$ cat src/rtl/spi_frame_receiver.sv
// Receive-side SPI frame parser: command byte, address byte, then WORDS_PER_FRAME
// 32-bit words sent LSB first, each pushed into a downstream FIFO.
module spi_frame_receiver #(
  parameter logic [7:0]  CMD_WRITE       = 8'd2,
  parameter int unsigned WORDS_PER_FRAME = 8
) (
  input  logic        clock,
  input  logic        reset_n,
  input  logic [7:0]  rx_byte,
  input  logic        rx_valid,
  input  logic        frame_active,
  input  logic        fifo_full,
  input  logic        clear_status,
  output logic [31:0] fifo_data,
  output logic        fifo_write,
  output logic [7:0]  frame_address,
  output logic        frame_done,
  output logic        frame_error,
  output logic [1:0]  error_code,
  output logic        overflow,
  output logic [7:0]  dropped_words
);

  localparam int unsigned WORD_IDX_W = 8;
  localparam int unsigned ASM_W      = 24;
  localparam logic [WORD_IDX_W-1:0] LAST_WORD = WORD_IDX_W'(WORDS_PER_FRAME - 1);
  localparam logic [1:0] ERR_BAD_CMD   = 2'd1;
  localparam logic [1:0] ERR_TRUNCATED = 2'd2;

  typedef enum logic [2:0] {
    IDLE,
    ADDR,
    DATA,
    DONE,
    DISCARD
  } state_t;

  state_t                 state, state_d;
  logic [1:0]             byte_idx, byte_idx_d;
  logic [WORD_IDX_W-1:0]  word_idx, word_idx_d;
  logic [ASM_W-1:0]       assembly, assembly_d;
  logic [31:0]            fifo_data_d;
  logic                   fifo_write_d;
  logic [7:0]             frame_address_d;
  logic                   frame_done_d;
  logic                   frame_error_d;
  logic [1:0]             error_code_d;
  logic                   overflow_d;
  logic [7:0]             dropped_words_d;

  // State and registered outputs
  always_ff @(posedge clock or negedge reset_n) begin
    if (!reset_n) begin
      state         <= IDLE;
      byte_idx      <= '0;
      word_idx      <= '0;
      assembly      <= '0;
      fifo_data     <= '0;
      fifo_write    <= 1'b0;
      frame_address <= '0;
      frame_done    <= 1'b0;
      frame_error   <= 1'b0;
      error_code    <= '0;
      overflow      <= 1'b0;
      dropped_words <= '0;
    end else begin
      state         <= state_d;
      byte_idx      <= byte_idx_d;
      word_idx      <= word_idx_d;
      assembly      <= assembly_d;
      fifo_data     <= fifo_data_d;
      fifo_write    <= fifo_write_d;
      frame_address <= frame_address_d;
      frame_done    <= frame_done_d;
      frame_error   <= frame_error_d;
      error_code    <= error_code_d;
      overflow      <= overflow_d;
      dropped_words <= dropped_words_d;
    end
  end

  // Next-state and next-output logic
  always_comb begin
    state_d         = state;
    byte_idx_d      = byte_idx;
    word_idx_d      = word_idx;
    assembly_d      = assembly;
    fifo_data_d     = fifo_data;
    fifo_write_d    = 1'b0;
    frame_address_d = frame_address;
    frame_done_d    = 1'b0;
    frame_error_d   = 1'b0;
    error_code_d    = error_code;
    overflow_d      = clear_status ? 1'b0 : overflow;
    dropped_words_d = clear_status ? 8'd0 : dropped_words;

    if (!frame_active) begin
      // Chip-select released: any byte this cycle is ignored
      state_d = IDLE;
      if (state == ADDR || state == DATA) begin
        frame_error_d = 1'b1;
        error_code_d  = ERR_TRUNCATED;
      end
    end else if (rx_valid) begin
      case (state)
        IDLE: begin
          if (rx_byte == CMD_WRITE) begin
            state_d = ADDR;
          end else begin
            state_d       = DISCARD;
            frame_error_d = 1'b1;
            error_code_d  = ERR_BAD_CMD;
          end
        end
        ADDR: begin
          frame_address_d = rx_byte;
          byte_idx_d      = '0;
          word_idx_d      = '0;
          assembly_d      = '0;
          state_d         = DATA;
        end
        DATA: begin
          byte_idx_d = byte_idx + 2'd1;
          case (byte_idx)
            2'd0: assembly_d[7:0]   = rx_byte;
            2'd1: assembly_d[15:8]  = rx_byte;
            2'd2: assembly_d[23:16] = rx_byte;
            default: begin
              // Word complete: publish it even when the FIFO refuses it
              fifo_data_d = {rx_byte, assembly};
              if (fifo_full) begin
                overflow_d = 1'b1;
                if (dropped_words_d != 8'hFF) begin
                  dropped_words_d = dropped_words_d + 8'd1;
                end
              end else begin
                fifo_write_d = 1'b1;
              end
              if (word_idx == LAST_WORD) begin
                frame_done_d = 1'b1;
                state_d      = DONE;
              end else begin
                word_idx_d = word_idx + WORD_IDX_W'(1);
              end
            end
          endcase
        end
        default: ;
      endcase
    end
  end

endmodule

$ cat config.mk
export PLATFORM = sky130hd
export DESIGN_NAME = spi_frame_receiver
export DESIGN_NICKNAME = d
export VERILOG_FILES = /design/src/rtl/spi_frame_receiver.sv
export SDC_FILE = /design/constraint.sdc
export NUM_CORES = 1
export LEC_CHECK = 0
export BUFFER_PORTS_ARGS = -buffer_cell sky130_fd_sc_hd__buf_2
export CAP_MARGIN = 20
export CORE_AREA = 2 2 89 99
export DETAILED_ROUTE_END_ITERATION = 8
export DIE_AREA = 0 0 91 101
export PLACE_DENSITY = 0.76
export SLEW_MARGIN = 20
export SYNTH_ARGS = -nofsm -noshare
export SYNTH_HDL_FRONTEND = slang
export SYNTH_SLANG_ARGS = --single-unit
$ cat constraint.sdc
create_clock -name clock -period 1.6 [get_ports clock]
set_input_delay 0.24 -clock clock [delete_from_list [all_inputs] [get_ports clock]]
set_output_delay 0.24 -clock clock [all_outputs]
set_load 0.02 [all_outputs]
==> metrics.cfg <==
[flow_run]
maxCapViolCount=0

[drt]
via_per_inst=5.25
antenna_left=0
vias=2910
first_iter_violations=127
wirelength_um=8440
drc=0
dr.pass1.iters=4
wl_per_cell_um=15.2

[placement]
portBuffers=67
place_congestion=0.815
hpwl_um=6120
place_inst=535

[yosys]
yosysWarnings=0
postSynthAreaPerCell_sq_um=11.5
netlist_instances=346
yosys.area_share.simple=0.167
syn-cell-area_sq_mm=0.00398
synth_area_leaders=dfrtp_1 (57%), mux2_2 (9.0%), nand2_1 (4.4%)
synthAdderAreaFrac=0.0157
synth_top_family_by_area=simple AND/OR/NAND/NOR gates
ys_ff_latch=91
synth.top_cell.area_share=0.572
yosysSeqAreaShare=0.572
async_flop_share=1.00
synth_compound_area_frac=0.0723
synth_top_cell_by_area=dfrtp_1
synth_fp_nets=365
synth_edf_count=0
synth_ff_type=dfrtp_1
yosys.area_share.xor_xnor=0.0110
synth_cell_types=46
synthMuxAreaShare=0.121

[critical_path]
critPathKind=reg -> reg
r2r_cells=5
cp.depth=5
slowest_stage=dfrtp_1
critPathMaxFanout=5
worst-path-buf-inv=0
crit_chain=ha_4 > and4b_2 > and4_4 > nor2_1 > a211oi_1
start_kind=register
crit_path_end_kind=register
cp.required_ns=1.87
path_delay_family=simple AND/OR/NAND/NOR gates
cpPeakStageDelay_ns=0.41
arrival_ns=1.80

[timing]
fin_worst_skew_ns=0.0107
finalHoldWorstSlack_ns=0.107
layout_min_cycle_time_ns=1.52
slew_headroom=0.676
fin_crit_sh=0.952
setup_viol=0
worst_pin_slew_ns=0.486
report.final.hold_viol_count=0
fmax_mhz=657
slew_violations=0
rsz0062_at_grt=false

[die]
core_area_sq_mm=0.00823
ios=68
die_area_sq_mm=0.00919
std_cell_rows=35
die_w_um=91
die_h_um=101
initial_utilization=0.484

[global_route]
grt_usage=0.196
antenna_found_initial=0
grt_pass1_wl_um=14100
grt_pass1_vias=2868
grt_start_max_net_pins=37
grt-ovfl-total=0

[min_path]
min_delay_path_depth=2
hp-class=in -> reg

[finish]
areaGrowthSynthToFinish_pct=23.3
nFillCells=706
drive_gt1_frac=0.375
final_cells=554
regArea_sq_mm=0.00228
nNetsFinal=457
antenna_cells=0
multiInputGateArea_sq_mm=0.00161

[clock_tree]
cts_buffers=9
clock_latency_ns=0.37
clk_pin_slew_ns=0.09
clock_sinks=91
clk_path_buf_depth=2
clockRootBuffer=clkbuf_8
htreeDepth=3
cts_tree=yes

[power_and_ir_drop]
power_density_mw_per_mm2=824
vdd_ir_drop_max_mv=0.392
p_leak_nw=2.49

[status]
status=completed

placed cells by master, fill, tap and decap left out, types with 3 or more instances in the layout:
cell and n:
buf_12 6, xnor2_1 4, a21o_1 3, inv_1 17, a21oi_1 5, a211oi_1 3, a31oi_1 4, mux2i_1 12
ha_1 4, clkbuf_8 10, buf_2 66, buf_4 23, nand3_1 24, dfrtp_1 89, mux2_2 32, inv_6 4
nor2_1 14, o21ai_0 20, nor3_1 5, nand4_1 4, nand2_1 47, nor4_2 4
report_power, final:
part           switching (mW)  internal (mW)  total, mW
registers              0.0227           2.33       2.35
clock network           0.851          0.639       1.49
logic                   0.130         0.0746      0.205
metrics by stage:
stage | cell area, sq um | util | TNS [ns] | total power, mW | worst slack (ns)
after floorplan | 4000 | - | 0 | 2.47 | 0.00537
after global placement | 4630 | 0.563 | 0 | 2.59 | 0.0361
after detailed placement | 4630 | 0.563 | -0.0109 | 2.60 | -0.0109
after CTS | 4860 | 0.590 | 0 | 4.09 | 0.00169
after global routing | 4910 | 0.597 | 0 | 4.24 | 0.00453
final | 4910 | 0.597 | 0 | 4.05 | 0.0768
worst paths after layout:
| check | slack, ns | startpoint | endpoint |
|---|---|---|---|
| setup reg to reg | 0.08 | byte_idx[1] | dropped_words[2] |
| setup / recovery | 0.08 | byte_idx[1] | dropped_words[2] |
| hold reg to reg | 0.48 | frame_address[3] | frame_address[3] |
| hold / removal | 0.11 | fifo_full | fifo_write |
| max in group asynchronous | 0.68 | reset_n | fifo_data[23] |
| min in group asynchronous | 0.38 | reset_n | frame_address[7] |
kinds of logic after synthesis:
| kind of cell | after synthesis |
|---|---|
| and+or+nand+nor | 123 |
| DFF | 91 |
| AOI/OAI and AO/OA | 46 |
| muxes | 44 |
| buffers and inverters | 32 |
| xor gates and xnor gates | 5 |
| adders and majority gates | 5 |
final cells by class:
| type | instances | share of cell area |
|---|---|---|
| Clock inverter | 6 | 0.0110 |
| Clock buffer | 10 | 0.0280 |
| Timing Repair Buffer | 96 | 0.129 |
| Multi-Input combinational cell | 223 | 0.327 |
| Tap cell | 111 | 0.0283 |
| Inverter | 17 | 0.0130 |
| Sequential cell | 91 | 0.464 |
registers in the layout, indices dropped and copies added (netlist names):
signal / cells
assembly: 24
byte_idx: 2
dropped_words: 8
error_code: 2
fifo_data: 32
fifo_write: 1
frame_address: 8
frame_done: 1
frame_error: 1
overflow: 1
state: 3
word_idx: 8
cells in the mapped netlist (3+ instances only):
master	number
a211oi_1	3
a21o_1	3
a21oi_1	5
a31oi_1	4
and4b_1	3
buf_2	7
buf_6	4
dfrtp_1	91
ha_1	5
inv_1	17
mux2_2	32
mux2i_1	12
nand2_1	47
nand3_1	24
nand4_1	4
nor2_1	15
nor2b_1	3
nor3_1	5
nor4_2	3
o21ai_0	20
xnor2_1	4
worst register-to-register path, cell delays in order, from the launching register on:
cell	delay [ns]
dfrtp_1	0.41
ha_4	0.19
and4b_2	0.28
and4_4	0.27
nor2_1	0.05
a211oi_1	0.23
repair_timing:
item / CTS / global route
setup endpoints to repair: 7 / 55
hold endpoints to repair: 34 / 0
setup buffers: 1 / 1
pin swaps: 1 / 2
hold buffers: 1 / 0
resized for setup: 0 / 10
layer usage:
metal	global-route usage	wire length (um)	vias to the layer above
met4	0.0839	183	0
met3	0.0486	367	17
met5	0	0	-
li1	-	-	1395
met2	0.313	4130	69
met1	0.258	3760	1429
Note: power is estimated with default switching activity, not from simulation.
